File: src/rtl/count_compare_pkg.sv
// Shared types for the compare/PWM stage: FSM state encoding and the
// period/duty configuration record used by the active and shadow registers.
package count_compare_pkg;

    localparam int CC_WIDTH = 16;

    typedef enum logic [1:0] {
        ST_UNCONF = 2'd0,
        ST_RUN    = 2'd1,
        ST_PEND   = 2'd2
    } cc_state_t;

    typedef struct packed {
        logic [CC_WIDTH-1:0] period;
        logic [CC_WIDTH-1:0] duty;
    } cc_cfg_t;

endpackage

File: src/rtl/cc_cfg_buffer.sv
// Double-buffered period/duty configuration: the first config goes live at
// once, later ones wait in the shadow registers until the counter wraps.
module cc_cfg_buffer
    import count_compare_pkg::*;
(
    input  logic      clk,
    input  logic      nreset,
    input  logic      wrp_i,
    input  logic      cfg_valid_i,
    input  cc_cfg_t   cfg_i,
    output logic      cfg_ready_o,
    output cc_cfg_t   cfg_eff_o,
    output logic      running_o,
    output cc_state_t state_o
);

    cc_state_t state_q, state_d;
    cc_cfg_t   active_q, active_d;
    cc_cfg_t   shadow_q, shadow_d;
    logic      accept;

    // Handshake: a config transfers on any rising edge where cfg_valid_i and
    // cfg_ready_o are both high; cfg_ready_o is low only while a config waits.
    assign cfg_ready_o = (state_q != ST_PEND);
    assign accept      = cfg_valid_i && cfg_ready_o;
    assign running_o   = (state_q != ST_UNCONF);
    assign state_o     = state_q;

    // On the wrap that promotes the shadow, that same cycle already compares against it.
    assign cfg_eff_o = (state_q == ST_PEND && wrp_i) ? shadow_q : active_q;

    always_comb begin
        state_d  = state_q;
        active_d = active_q;
        shadow_d = shadow_q;
        case (state_q)
            ST_UNCONF: begin
                if (accept) begin
                    active_d = cfg_i;
                    state_d  = ST_RUN;
                end
            end
            ST_RUN: begin
                if (accept) begin
                    shadow_d = cfg_i;
                    state_d  = ST_PEND;
                end
            end
            ST_PEND: begin
                if (wrp_i) begin
                    active_d = shadow_q;
                    state_d  = ST_RUN;
                end
            end
            default: state_d = ST_UNCONF;
        endcase
    end

    always_ff @(posedge clk) begin
        if (!nreset) begin
            state_q  <= ST_UNCONF;
            active_q <= '0;
            shadow_q <= '0;
        end else begin
            state_q  <= state_d;
            active_q <= active_d;
            shadow_q <= shadow_d;
        end
    end

endmodule

File: src/rtl/count_compare.sv
// Compare/PWM stage downstream of the free-running counter: turns each count
// sample into registered PWM, match, wrap and overrun indications.
module count_compare
    import count_compare_pkg::*;
#(
    parameter int WIDTH = 16
) (
    input  logic             clk,
    input  logic             nreset,
    input  logic [WIDTH-1:0] count,
    input  logic             cfg_valid,
    output logic             cfg_ready,
    input  logic [WIDTH-1:0] cfg_period,
    input  logic [WIDTH-1:0] cfg_duty,
    input  logic             clr_flags,
    output logic             pwm_out,
    output logic             duty_match,
    output logic             period_match,
    output logic             wrap,
    output logic             overrun,
    output logic             running
);

    logic [WIDTH-1:0] prev_count_q;
    logic             chg, wrp, cfg_live;
    cc_cfg_t          cfg_in, cfg_eff;
    cc_state_t        cfg_state;

    logic pwm_q, pwm_d;
    logic duty_match_q, duty_match_d;
    logic period_match_q, period_match_d;
    logic wrap_q, wrap_d;
    logic overrun_q, overrun_d;

    assign chg    = (count != prev_count_q);
    assign wrp    = (count <  prev_count_q);
    assign cfg_in = '{period: cfg_period, duty: cfg_duty};

    cc_cfg_buffer u_cfg_buffer (
        .clk         (clk),
        .nreset      (nreset),
        .wrp_i       (wrp),
        .cfg_valid_i (cfg_valid),
        .cfg_i       (cfg_in),
        .cfg_ready_o (cfg_ready),
        .cfg_eff_o   (cfg_eff),
        .running_o   (running),
        .state_o     (cfg_state)
    );

    assign cfg_live = (cfg_state != ST_UNCONF);

    always_comb begin
        pwm_d          = cfg_live && (count < cfg_eff.duty);
        duty_match_d   = cfg_live && chg && (count == cfg_eff.duty);
        period_match_d = cfg_live && chg && (count == cfg_eff.period);
        wrap_d         = cfg_live && wrp;
        // A fresh overrun beats a simultaneous clear.
        if (cfg_live && (count > cfg_eff.period)) begin
            overrun_d = 1'b1;
        end else if (clr_flags) begin
            overrun_d = 1'b0;
        end else begin
            overrun_d = overrun_q;
        end
    end

    always_ff @(posedge clk) begin
        if (!nreset) begin
            prev_count_q   <= '0;
            pwm_q          <= 1'b0;
            duty_match_q   <= 1'b0;
            period_match_q <= 1'b0;
            wrap_q         <= 1'b0;
            overrun_q      <= 1'b0;
        end else begin
            prev_count_q   <= count;
            pwm_q          <= pwm_d;
            duty_match_q   <= duty_match_d;
            period_match_q <= period_match_d;
            wrap_q         <= wrap_d;
            overrun_q      <= overrun_d;
        end
    end

    assign pwm_out      = pwm_q;
    assign duty_match   = duty_match_q;
    assign period_match = period_match_q;
    assign wrap         = wrap_q;
    assign overrun      = overrun_q;

endmodule

File: config.mk
export PLATFORM = sky130hd
export DESIGN_NAME = count_compare
export DESIGN_NICKNAME = d
export VERILOG_FILES = /design/src/rtl/count_compare_pkg.sv /design/src/rtl/cc_cfg_buffer.sv /design/src/rtl/count_compare.sv
export SDC_FILE = /design/constraint.sdc
export NUM_CORES = 1
export LEC_CHECK = 0
export BUFFER_PORTS_ARGS = -buffer_cell sky130_fd_sc_hd__buf_2
export CAP_MARGIN = 30
export CORE_UTILIZATION = 29
export CTS_CLUSTER_DIAMETER = 150
export DETAILED_ROUTE_END_ITERATION = 12
export SLEW_MARGIN = 20
export SYNTH_ARGS = -nofsm -noshare
export SYNTH_HDL_FRONTEND = slang
export SYNTH_SLANG_ARGS = --single-unit
export TNS_END_PERCENT = 10
File: constraint.sdc
create_clock -name clk -period 4 [get_ports clk]
set_input_delay 0.4 -clock clk [delete_from_list [all_inputs] [get_ports clk]]
set_output_delay 0.4 -clock clk [all_outputs]
set_load 0.02 [all_outputs]
# [Word-level counts from Yosys, hierarchy flattened]
# Index checks and enable logic that the tools add are counted.
[op_classes] magnitude_cmp=3 eq_ne=9 mux=10 reduce_logical=15
[ops] operator="2-to-1 mux 32 bit" count=3
[ops] operator="case mux 32 bit (2 select lines)" count=1
[ops] operator="equality test 16 bit" count=2
[ops] operator="< comparator 16 bit" count=2
[ops] operator="> comparator 16 bit" count=1
[ops] operator="!= test 16 bit" count=1
[ops] operator="logical AND 1 bit" count=8
[ops] operator="2-to-1 mux 2 bit" count=3
[ops] operator="!= test 2 x 1 -> 1 bit (second input constant)" count=3
[ops] operator="case mux 2 bit (3 select lines)" count=1
[ops] operator="AND reduction 3 bit" count=2
[ops] operator="nonzero test 2 bit" count=3
[ops] operator="equality test 2 x 1 -> 1 bit (second input constant)" count=1
[ops] operator="equality test 2 bit (second input constant)" count=1
[ops] operator="zero test 2 bit" count=1
[ops] operator="2-to-1 mux 1 bit" count=2
[ops] operator="!= test 2 bit (second input constant)" count=1
[ops] operator="AND reduction 2 bit" count=1
[word_totals] reg_bits=87 input_bits=52 output_inout_bits=7 elab_cells=48

# [Longest topological paths before layout]
# Gate-level depths: netlist of the first run.
[logic_depth] ltp_word=6 ltp_mapped=16 ltp_nobuf=15

# [Hierarchy]
# A second synthesis of the first run with hierarchy kept.
[unflattened] hier_cells=511 hier_area_um2=4753.3
[by_module_without_submodules] mod="cc_cfg_buffer" instances=1 cells_each=298 area_per_inst_um2=2992.9 seq_area_each_um2=1321.3
[by_module_without_submodules] mod="count_compare" instances=1 cells_each=213 area_per_inst_um2=1760.4 seq_area_each_um2=420.4

# [Worst setup path before layout of the first run]
# Ideal clock, no wire load.
[synth_timing] path_kind="input to register" startpoint="input port count[1]" endpoint="register overrun_q (netlist: overrun)" arrival_ns=3.090 required_time_ns=3.878 slack_ns=0.788 cell_stages=15 path_buffers=1 cell_sequence="ha_1 > nor2b_1 > o211ai_1 > a21oi_2 > or3_4 > nor2_2 > buf_6 > mux2i_1 > ha_1 > nor2b_1 > o21ai_0 > nand2b_1 > a21oi_1 > nor3_1 > o311a_1"
[synth_via] elab_chain_len=6
[synth_rtl] item="from (decl)" line="count_compare.sv:10" rtl="input logic [WIDTH-1:0] count,"
[synth_rtl] item="< comparator 16 bit" line="count_compare.sv:36" rtl="assign wrp = (count < prev_count_q);"
[synth_rtl] item="logical AND 1 bit" line="cc_cfg_buffer.sv:30" rtl="assign cfg_eff_o = (state_q == ST_PEND && wrp_i) ? shadow_q : active_q;"
[synth_rtl] item="2-to-1 mux 32 bit" line="cc_cfg_buffer.sv:30"
[synth_rtl] item="> comparator 16 bit *" line="count_compare.sv:59" rtl="if (cfg_live && (count > cfg_eff.period)) begin"
[synth_rtl] item="logical AND 1 bit *" line="count_compare.sv:59"
[synth_rtl] item="2-to-1 mux 1 bit or nonzero test 2 bit (tied branches)"
[synth_rtl] item="to (signal assigned)" line="count_compare.sv:82" rtl="overrun_q <= overrun_d;"
[synth_rtl] item="to (decl)" line="count_compare.sv:33" rtl="logic overrun_q, overrun_d;"
# Mark *: on every way between the ends. The rest lies on a longest branch, timed or not.
# A chain may end at the register's enable or synchronous reset.

# [Worst setup path in the final report of the first run]
[layout_timing] startpoint="register prev_count_q[15]" endpoint="register overrun_q (netlist: overrun)"
[layout_via] elab_chain_len=6
[layout_rtl] item="from (decl)" line="count_compare.sv:24" rtl="logic [WIDTH-1:0] prev_count_q;"
[layout_rtl] item="from (signal assigned)" line="count_compare.sv:77" rtl="prev_count_q <= count;"
[layout_rtl] item="< comparator 16 bit *" line="count_compare.sv:36"
[layout_rtl] item="logical AND 1 bit *" line="cc_cfg_buffer.sv:30"
[layout_rtl] item="2-to-1 mux 32 bit *" line="cc_cfg_buffer.sv:30"
[layout_rtl] item="> comparator 16 bit *" line="count_compare.sv:59"
[layout_rtl] item="logical AND 1 bit *" line="count_compare.sv:59"
[layout_rtl] item="2-to-1 mux 1 bit or nonzero test 2 bit (tied branches)"
# Marks and branches as above.

==> out/summary.md, run 1 <==
- 49.70% — headroom to the max-slew limit
- 87 x dfxtp_1, 72 x nand2_1, 62 x mux2i_1 — top post-synthesis cells by count
- 0.1237 ns — pre-CTS setup slack
- 37.41% — share of the yosys chip area belonging to registers
- 2 — buffer levels on the longest clock path
- dfxtp_1 — most repeated cell in the gate-level netlist after synthesis
- 2701 sq um — multi-input gate area in the final layout
- dfxtp_1 37%, mux2i_1 13%, ha_1 13%, nand2_1 5.8%, a21boi_0 5.2% — leading post-synthesis cells by cell area
- 4.24 ns — Critical Path RT
- 0.2608 ns — hold slack final
- 0.34 ns — worst reg2reg setup slack
- 91.56% — ratio of final minimum period to clock period
- 3.90 ns — Data arrival, critical path
- 777 — non-filler cells in the finished layout
- 4 — number of search-and-repair iterations in the first detailed-routing pass
- 9 — total clock buffers created by CTS
- 40.9% — clock network fraction of total power
- 42.3% — portion of total power attributed to sequential cells
- register — launching element type of the critical path
- 0.35 ns — worst-skew pair later-pin latency
- 0.07 ns — clock transition at the register clock pins on the worst setup and hold paths after CTS
- 0.3378 ns — final worst setup slack
- 128.7 um — Die X-Extent
- 661 — Final Net Count
- register to register — critical path class
- 0 — final max-slew violation count
- 15430 sq um — Core Box Area
- 66 — pin count of the biggest net entering global routing
- 413.9 nW/um^2 — power per unit of standard cell area
- 58 — buffers added on ports
- 0 — number of nets still failing antenna checks after routing
- 2.346 nW — total leakage power
- 45 — number of standard-cell rows in the floorplan
- 0.8498 — placer congestion estimate
- 0 ns — setup TNS after final layout
- 3.662 ns — Final min period
- 59 — number of top-level pins
- overrun$_SDFFE_PN0P_ — critical register-to-register path endpoint
- 8717 um — HPWL Detailed
- 0% — FFs w/ async S/R, synth
- 0 — number of setup buffers added after CTS
- dfxtp_1 — main flop type after synthesis
- 0 — overflow left after global routing
- 0 — number of antenna diodes
- false — setup repair after global routing missed its margin
- 204 — Initial DRC Count
- 0 — initial antenna violation count
- 1742 sq um — sequential cell area
- 30.18% — starting utilization of the core area
- overrun$_SDFFE_PN0P_ — last element of the critical path
- 0.0005945 W — net switching power of the design
- 0 — number of hold-slack violations in the final timing report
- 16.8% — Gate power share
- 26 — critical-path maximum fanout
- 87 — number of flip-flops and latches in the synthesized netlist
- 0 — cts repair resizes
- 3 — maximum level of the CTS H-tree
- register — nature of the critical path endpoint
- 3740 — vias in the first global route
- 0 — CTS hold repair buffers
- 128.7 um — die height
- yes — CTS tree
- 39 — synth unique cells
- 19000 um — wire length of the first global-routing pass
- clkbuf_16 — library cell used as clock root buffer
- 513 — count of mapped cells out of synthesis
- 9.075 sq um — average size of a mapped cell
- 35.48% — Final Core Density
- 4.794 — number of vias per cell
- input port to register — class of the worst hold path
- 0 — remaining routing DRC violations
- 4656 sq um — Post-Syn Area
- dfxtp_1 — area leader, netlist
- 273.1 MHz — fmax
- 87 — clock tree sinks
- 0.001671 W — internal power
- 0 — Synth warnings
- 0 — # setup viols final
- 761 — DP Cell Count
- 1598 — layout filler cell count
- 3725 — total via count in the routed design
- 16570 sq um — die area
- 15 — number of cells on the worst reg-to-reg path
- 15.19% — GRT Util Overall
- 0.0002022 V — VDD IR-drop max
- prev_count_q[15]$_SDFF_PN0_ — startpoint of the worst-slack reg-to-reg timing path
- prev_count_q[15]$_SDFF_PN0_ — CP startpoint
- 11810 um — total length of routed wires
- 26.24% — Sw Ratio
- 0 — reported max-cap violation count
- 0.008466 ns — final worst clock skew
- 17.58% — area grow syn2layout
- 15.20 um — average wire length per cell after detail routing
- completed — status
- 613 — net count after synthesis
- 0.7544 ns — slew of the pin with the lowest slew margin
- 0 — EDFF count, synth
- 15.90% — fraction of final layout cells with drive strength greater than 1
- 37.41% — Synth top area share
## cells by family (layout without fill, tap and decap cells)
kind of cell	after synthesis	count (layout)	share of synthesized area, %
mux	64	64	13.81
fa+ha+maj	48	48	12.90
buf+inv	49	102	5.025
compound gates	139	139	17.93
flops	87	87	37.41
simple gates	126	126	12.93
## area by class of cell
| type | instances | share of cell area (%) |
|---|---|---|
| Sequential cell | 87 | 31.82 |
| Multi-Input combinational cell | 377 | 49.35 |
| Clock buffer | 13 | 4.754 |
| Inverter | 19 | 1.303 |
| Tap cell | 211 | 4.823 |
| Clock inverter | 3 | 1.189 |
| Timing Repair Buffer | 67 | 6.766 |
## metal layers
| layer | routed length [um] | global-route usage, % |
|---|---|---|
| met1 | 5583 | 19.36 |
| met5 | 0 | 0 |
| met4 | 336 | 7.197 |
| met3 | 606 | 4.491 |
| met2 | 5285 | 23.47 |
## metrics by stage
step           cell area [sq um]  total power, W
6_report                    5474        0.002266
5_1_grt                     5474        0.002382
2_1_floorplan               4656        0.001232
3_3_place_gp                5149        0.001348
3_5_place_dp                5149        0.001361
4_1_cts                     5474        0.002290
## placed cells by master (no fill, tap or decap), types with 8 or more instances in the layout
cell type  instances
ha_1              48
mux2i_1           62
buf_4              8
clkbuf_16          9
o21ai_0           27
a21oi_1           47
nand4_1           10
o21ai_1           12
a21boi_0          32
nand2_1           72
and2_1            16
inv_1             19
dfxtp_1           87
buf_2             58
nor2b_1            8
## critical path, stage by stage (launching register included)
cell and delay [ns]:
dfxtp_1 0.31, inv_1 0.04, ha_1 0.30, nand4_1 0.18, or4_4 0.59, a21oi_2 0.19, or3_4 0.18, nor2_4 0.04
buf_12 0.16, mux2i_1 0.18, ha_1 0.32, nand4_1 0.16, or2_2 0.36, nor3_1 0.30, o2bb2ai_1 0.09, o311a_1 0.12
## sequential cells by signal, summed over array words and instances (netlist names)
register and flops:
wrap 1, overrun 1, pwm_out 1, duty_match 1, u_cfg_buffer.shadow_q 32, u_cfg_buffer.active_q 32
prev_count_q 16, period_match 1, u_cfg_buffer.state_o 2
## power by group through the flow
stage	Combinational [W]	Clock, W	Sequential, W
after global placement	0.000373	0	0.000976
after CTS	0.000386	0.000946	0.000958
after global routing	0.000432	0.000986	0.000965
final	0.000381	0.000926	0.000958
after detailed placement	0.000384	0	0.000976
after floorplan	0.000262	0	0.000970
## worst min path at each step
stage,from,endpoint,slack (ns),cells past startpoint
floorplan,u_cfg_buffer.shadow_q[16]$_SDFFE_PN0P_,u_cfg_buffer.shadow_q[16]$_SDFFE_PN0P_,0.45,2
global placement,u_cfg_buffer.shadow_q[26]$_SDFFE_PN0P_,u_cfg_buffer.shadow_q[26]$_SDFFE_PN0P_,0.47,2
detailed placement,u_cfg_buffer.shadow_q[26]$_SDFFE_PN0P_,u_cfg_buffer.shadow_q[26]$_SDFFE_PN0P_,0.47,2
CTS,count[0],prev_count_q[0]$_SDFF_PN0_,0.25,2
global route,count[0],prev_count_q[0]$_SDFF_PN0_,0.26,2
finish,count[0],prev_count_q[0]$_SDFF_PN0_,0.26,2
Power figures use the tool's default switching activity.
==> inputs of run 2 (changes only) <==
--- a/config.mk
+++ b/config.mk
@@ -7,7 +7,9 @@
 export LEC_CHECK = 0
 export BUFFER_PORTS_ARGS = -buffer_cell sky130_fd_sc_hd__buf_2
 export CAP_MARGIN = 30
+export CORE_MARGIN = 4
 export CORE_UTILIZATION = 29
+export CTS_BUF_LIST = sky130_fd_sc_hd__clkbuf_16
 export CTS_CLUSTER_DIAMETER = 150
 export DETAILED_ROUTE_END_ITERATION = 12
 export SLEW_MARGIN = 20
==> out/summary.md, run 2 (same netlist as run 1, synthesis figures left out) <==
- 0 — number of hold-slack violations in the final timing report, unchanged
- 1618 — layout filler cell count, +1.3%
- 4.23 ns — Critical Path RT, about the same
- input port to register — class of the worst hold path
- 134.7 um — die height, +4.7%
- 3747 — total via count in the routed design, +0.59%
- 46 — number of standard-cell rows in the floorplan, +2.2%
- 0.06 ns — clock transition at the register clock pins on the worst setup and hold paths after CTS, about the same
- 9 — total clock buffers created by CTS, unchanged
- 92.23% — ratio of final minimum period to clock period, +0.67 points
- register to register — critical path class
- 3 — maximum level of the CTS H-tree, unchanged
- 0 — overflow left after global routing, unchanged
- 2.333 nW — total leakage power, -0.54%
- 13.65% — GRT Util Overall, -1.5 points
- 19350 um — wire length of the first global-routing pass, +1.9%
- completed — status
- dfxtp_1 — leading cell type in the layout, fill and taps excluded
- 42.7% — portion of total power attributed to sequential cells, +0.4 points
- 0 — number of nets still failing antenna checks after routing, unchanged
- 1742 sq um — sequential cell area, unchanged
- 230 — Initial DRC Count, +13%
- register — launching element type of the critical path
- 0.8312 — placer congestion estimate, -2.2%
- 0.001636 W — internal power, -2.1%
- or4_4 — Slowest cell on crit path
- clkbuf_16 — library cell used as clock root buffer
- 0.6378 ns — slew of the pin with the lowest slew margin, -0.1166 ns
- 0.3109 ns — final worst setup slack, -0.02688 ns
- 40.1% — clock network fraction of total power, -0.8 points
- 4 — number of search-and-repair iterations in the first detailed-routing pass, unchanged
- 15830 sq um — Core Box Area, +2.6%
- simple AND/OR/NAND/NOR gates — Largest delay share family, worst path
- 66 — pin count of the biggest net entering global routing, unchanged
- 9139 um — HPWL Detailed, +4.8%
- 15.85 um — average wire length per cell after detail routing, +4.3%
- 0.59 ns — peak per-stage delay on the critical path, about the same
- 0 ns — setup TNS after final layout, unchanged
- 2 — buffer levels on the longest clock path, unchanged
- 0 — number of antenna diodes, unchanged
- 271.1 MHz — fmax, -0.73%
- 17.28% — area grow syn2layout
- 659 — Final Net Count, -0.30%
- 2 — Buf+Inv Stages, Crit Path, unchanged
- 0.0002343 V — VDD IR-drop max, +16%
- 58 — buffers added on ports, unchanged
- 29.42% — starting utilization of the core area, -0.76 points
- 410.7 nW/um^2 — power per unit of standard cell area, -0.78%
- 0 — reported max-cap violation count, unchanged
- 34.50% — Final Core Density, -0.98 points
- 3684 — vias in the first global route, -1.5%
- 0 — # setup viols final, unchanged
- 0 — CTS hold repair buffers, unchanged
- 32 — critical-path maximum fanout, +23%
- 0.009629 ns — final worst clock skew, +0.001162 ns
- inv_1 -> ha_1 -> nand4_1 -> or4_4 -> a21oi_2 -> or3_4 -> nor2_4 -> buf_12 -> mux2i_1 -> ha_1 -> nand4_1 -> or2_2 -> nor3_1 -> o2bb2ai_1 -> o311a_1 — ordered cell list for the critical path
- register — nature of the critical path endpoint
- 0.0006062 W — net switching power of the design, +2.0%
- 15.78% — fraction of final layout cells with drive strength greater than 1, -0.12 points
- false — setup repair after global routing missed its margin
- 4.804 — number of vias per cell, +0.20%
- 18150 sq um — die area, +9.5%
- 0 — cts repair resizes, unchanged
- 134.7 um — Die X-Extent, +4.7%
- 0 — remaining routing DRC violations, unchanged
- 3.689 ns — Final min period, +0.02688 ns
- yes — CTS tree
- 1 — initial antenna violation count, +1
- 59 — number of top-level pins, unchanged
- 27.03% — Sw Ratio, +0.79 points
- 0.002242 W — power consumption, -1.0%
- 2701 sq um — multi-input gate area in the final layout, unchanged
- 57.48% — headroom to the max-slew limit, +7.8 points
- 0.1315 ns — pre-CTS setup slack, +0.007797 ns
- 0 — final max-slew violation count, unchanged
- 3.92 ns — Data arrival, critical path, +0.02 ns
- 87 — clock tree sinks, unchanged
- 17.2% — Gate power share, +0.4 points
- 12370 um — total length of routed wires, +4.7%
- 87 x dfxtp_1, 72 x nand2_1, 62 x mux2i_1 — leading cell types in the layout, fill and taps excluded
- 0.34 ns — worst-skew pair later-pin latency, about the same
- u_cfg_buffer.active_q x32, u_cfg_buffer.shadow_q x32, prev_count_q x16 — biggest regs
- 0 — number of setup buffers added after CTS, unchanged
## run 2: cell types whose count changed in the layout (fill, tap and decap cells not counted), sizes merged
| cell | previous run | this run |
|---|---|---|
| buf | 67 | 65 |
| inv | 19 | 20 |
| clkbuf | 13 | 9 |
| clkinv | 1 | 4 |
## run 2: through the flow
| stage | cell area, sq um | cells | hold slack [ns] |
|---|---|---|---|
| after global routing | 5460 | 780 | 0.2951 |
| after floorplan | 4656 | 513 | 0.4524 |
| after detailed placement | 5140 | 764 | 0.4762 |
| after global placement | 5140 | 764 | 0.4663 |
| final | 5460 | 780 | 0.2829 |
| after CTS | 5460 | 780 | 0.2748 |
## run 2: power by group through the flow
stage	Combinational (W)	Clock, W	Sequential (W)
after floorplan	0.000262	0	0.000970
after global placement	0.000373	0	0.000975
after detailed placement	0.000388	0	0.000977
after CTS	0.000391	0.000923	0.000957
after global routing	0.000434	0.000955	0.000963
final	0.000385	0.000899	0.000958
## run 2: path summary, 6_finish.rpt
kind	startpoint	cells past startpoint	end	slack (ns)
worst max-delay path	prev_count_q[15]$_SDFF_PN0_	15	overrun$_SDFFE_PN0P_	0.31
worst min-delay path	count[0]	2	prev_count_q[0]$_SDFF_PN0_	0.28
worst max register to register	prev_count_q[15]$_SDFF_PN0_	15	overrun$_SDFFE_PN0P_	0.31
worst min register to register	u_cfg_buffer.shadow_q[12]$_SDFFE_PN0P_	2	u_cfg_buffer.shadow_q[12]$_SDFFE_PN0P_	0.48
## run 2: cell type report
class | count | share of cell area, %
clock buffers | 9 | 4.125
flip-flops and latches | 87 | 31.90
clock inverters | 7 | 1.742
well taps | 216 | 4.950
inverters | 19 | 1.306
repair buffers | 65 | 6.508
multi-input cells | 377 | 49.47
## run 2: metal layers
metal  vias to the layer above  global-route usage [%]  wire [um]  share of wire (%)
met1                      1751                   17.35       5709                 46
met3                        18                   3.018        594                4.8
met4                         2                   5.939        274                2.2
li1                       1896                       -          -                  -
met5                         -                       0          7              0.057
met2                        80                   22.29       5782                 47
## run 2: worst reg2reg max path, stage by stage (launching register included)
cell and delay (ns):
dfxtp_1 0.31, inv_1 0.04, ha_1 0.30, nand4_1 0.20, or4_4 0.59, a21oi_2 0.20, or3_4 0.18, nor2_4 0.04
buf_12 0.17, mux2i_1 0.25, ha_1 0.34, nand4_1 0.16, or2_2 0.35, nor3_1 0.24, o2bb2ai_1 0.09, o311a_1 0.13
==> inputs of run 3 (changes only) <==
--- a/config.mk
+++ b/config.mk
@@ -11,6 +11,7 @@
 export CORE_UTILIZATION = 29
 export CTS_BUF_LIST = sky130_fd_sc_hd__clkbuf_16
 export CTS_CLUSTER_DIAMETER = 150
+export CTS_CLUSTER_SIZE = 28
 export DETAILED_ROUTE_END_ITERATION = 12
 export SLEW_MARGIN = 20
 export SYNTH_ARGS = -nofsm -noshare
==> constraint.sdc (replaced) <==
create_clock -name clk -period 4.5 [get_ports clk]
set_input_delay 0.45 -clock clk [delete_from_list [all_inputs] [get_ports clk]]
set_output_delay 0.45 -clock clk [all_outputs]
set_load 0.02 [all_outputs]
==> out/summary.md, run 3 (same netlist as run 1, synthesis figures left out) <==
- 0.0002028 V — VDD IR-drop max, -13%
- 0 — remaining routing DRC violations, unchanged
- 0 — final max-slew violation count, unchanged
- 15.96% — area grow syn2layout
- 87 — clock tree sinks, unchanged
- 0.85 ns — worst reg2reg setup slack, +0.54 ns
- prev_count_q[0]$_SDFF_PN0_ — endpoint with the worst hold slack
- or4_4 — Slowest cell on crit path
- overrun$_SDFFE_PN0P_ — critical register-to-register path endpoint
- 9097 um — HPWL Detailed, -0.46%
- 0 ns — setup TNS after final layout, unchanged
- 658 — Final Net Count, -0.15%
- 273.8 MHz — fmax, +1.0%
- input port to register — class of the worst hold path
- 0 — # setup viols final, unchanged
- 3750 — total via count in the routed design, +0.080%
- 3804 — vias in the first global route, +3.3%
- completed — status
- 3 — maximum level of the CTS H-tree, unchanged
- inv_1 -> ha_1 -> nand4_1 -> or4_4 -> a21oi_2 -> or3_4 -> nor2_4 -> buf_12 -> mux2i_1 -> ha_1 -> nand4_1 -> or2_2 -> nor3_1 -> o2bb2ai_1 -> o311a_1 — ordered cell list for the critical path
- 59 — number of top-level pins, unchanged
- 0 — number of hold-slack violations in the final timing report, unchanged
- 3.653 ns — Final min period, -0.03650 ns
- yes — CTS tree
- 0 — number of setup buffers added after CTS, unchanged
- register — launching element type of the critical path
- 9 — total clock buffers created by CTS, unchanged
- 0 — reported max-cap violation count, unchanged
- 29.42% — starting utilization of the core area, unchanged
- 18150 sq um — die area, unchanged
- prev_count_q[15]$_SDFF_PN0_ — startpoint of the worst-slack reg-to-reg timing path
- 0.06 ns — clock transition at the register clock pins on the worst setup and hold paths after CTS, about the same
- 0.003398 ns — final worst clock skew, -0.006231 ns
- 12360 um — total length of routed wires, about the same
- 0.6826 ns — slew of the pin with the lowest slew margin, +0.04480 ns
- simple AND/OR/NAND/NOR gates — Largest delay share family, worst path
- 134.7 um — Die X-Extent, unchanged
- 15 — number of cells on the worst reg-to-reg path, unchanged
- 0.001896 W — power consumption, -15%
- 0 — number of nets still failing antenna checks after routing, unchanged
- 5132 sq um — Placement Cell Area, -0.15%
- 776 — non-filler cells in the finished layout, -0.51%
- 2 — buffer levels on the longest clock path, unchanged
- 66 — pin count of the biggest net entering global routing, unchanged
- register — nature of the critical path endpoint
- 14.12% — GRT Util Overall, +0.47 points
- 2 — depth of the worst hold-timing path, unchanged
- clkbuf_16 — library cell used as clock root buffer
- false — setup repair after global routing missed its margin
- 763 — DP Cell Count, -0.13%
- 87 x dfxtp_1, 72 x nand2_1, 62 x mux2i_1 — leading cell types in the layout, fill and taps excluded
- 14.82% — fraction of final layout cells with drive strength greater than 1, -0.96 points
- 134.7 um — die height, unchanged
- 223 — Initial DRC Count, -3.0%
- 15.92 um — average wire length per cell after detail routing, +0.43%
- 58 — buffers added on ports, unchanged
- 2 — Buf+Inv Stages, Crit Path, unchanged
- u_cfg_buffer.active_q x32, u_cfg_buffer.shadow_q x32, prev_count_q x16 — biggest regs
- 4.74 ns — Critical Path RT, +0.51 ns
- 81.17% — ratio of final minimum period to clock period, -11 points
- 32 — critical-path maximum fanout, unchanged
- 3.89 ns — Data arrival, critical path, -0.03 ns
- 2.305 nW — total leakage power, -1.2%
- 15830 sq um — Core Box Area, unchanged
- 54.49% — headroom to the max-slew limit, -3.0 points
- 351.2 nW/um^2 — power per unit of standard cell area, -14%
- 0 — initial antenna violation count, -1
- 0.34 ns — worst-skew pair later-pin latency, about the same
- dfxtp_1 — leading cell type in the layout, fill and taps excluded
- 0 — cts repair resizes, unchanged
- 0 — CTS hold repair buffers, unchanged
- 46 — number of standard-cell rows in the floorplan, unchanged
- 19950 um — wire length of the first global-routing pass, +3.1%
- 4.832 — number of vias per cell, +0.60%
- 1616 — layout filler cell count, -0.12%
- 4 — number of search-and-repair iterations in the first detailed-routing pass, unchanged
- 5399 sq um — final std cell area, no fill, -1.1%
- 0.8425 — placer congestion estimate, +1.4%
- 34.11% — Final Core Density, -0.39 points
- 0 — overflow left after global routing, unchanged
- 0.59 ns — peak per-stage delay on the critical path, about the same
- count[0] — Hold Crit Start
- 0 — number of antenna diodes, unchanged
- register to register — critical path class
-- run 3: metrics by stage --
| stage | hold WS (ns) | setup WS (ns) |
|---|---|---|
| 6_report | 0.3302 | 0.8474 |
| 5_1_grt | 0.3346 | 0.6435 |
| 4_1_cts | 0.3270 | 0.8118 |
| 3_5_place_dp | 0.4755 | 0.5547 |
| 3_3_place_gp | 0.4652 | 0.5916 |
| 2_1_floorplan | 0.4524 | 1.238 |
-- run 3: worst register-to-register path: cells and delay by family (launching register included) --
family | cells | cell delay, ns
and+or+nand+nor | 7 | 1.78
DFF | 1 | 0.30
buffers and inverters | 2 | 0.21
muxes | 1 | 0.21
AOI/OAI and AO/OA | 3 | 0.41
adders and majority gates | 2 | 0.63
-- run 3: routing by layer --
metal	up-vias	wire length, um	track usage, %
met5	-	0	0
met4	0	270	5.769
met3	19	457	3.055
met2	60	5705	22.48
met1	1776	5922	18.60
li1	1895	-	-
-- run 3: worst max-delay path by stage --
stage,to,cells after the start,slack (ns),from
2_1_floorplan,overrun$_SDFFE_PN0P_,15,1.24,count[1]
3_3_place_gp,overrun$_SDFFE_PN0P_,15,0.59,count[1]
3_5_place_dp,overrun$_SDFFE_PN0P_,15,0.55,count[15]
4_1_cts,overrun$_SDFFE_PN0P_,15,0.81,prev_count_q[15]$_SDFF_PN0_
5_1_grt,overrun$_SDFFE_PN0P_,15,0.64,prev_count_q[15]$_SDFF_PN0_
6_report,overrun$_SDFFE_PN0P_,15,0.85,prev_count_q[15]$_SDFF_PN0_
-- run 3: where the power goes --
group	switching, W	total (W)	internal (W)
logic	0.000195	0.000336	0.000142
clock network	0.000292	0.000707	0.000415
registers	0.0000285	0.000853	0.000824
total	0.000515	0.00190	0.00138
-- run 3: final cells by class --
cell class              instances  area, sq um  share of cell area [%]
inverters                      19        71.32                   1.321
flip-flops and latches         87         1742                   32.26
repair buffers                 64        347.8                   6.443
well taps                     216        270.3                   5.006
clock buffers                   9        225.2                   4.171
multi-input cells             377         2701                   50.03
clock inverters                 4        41.29                  0.7648
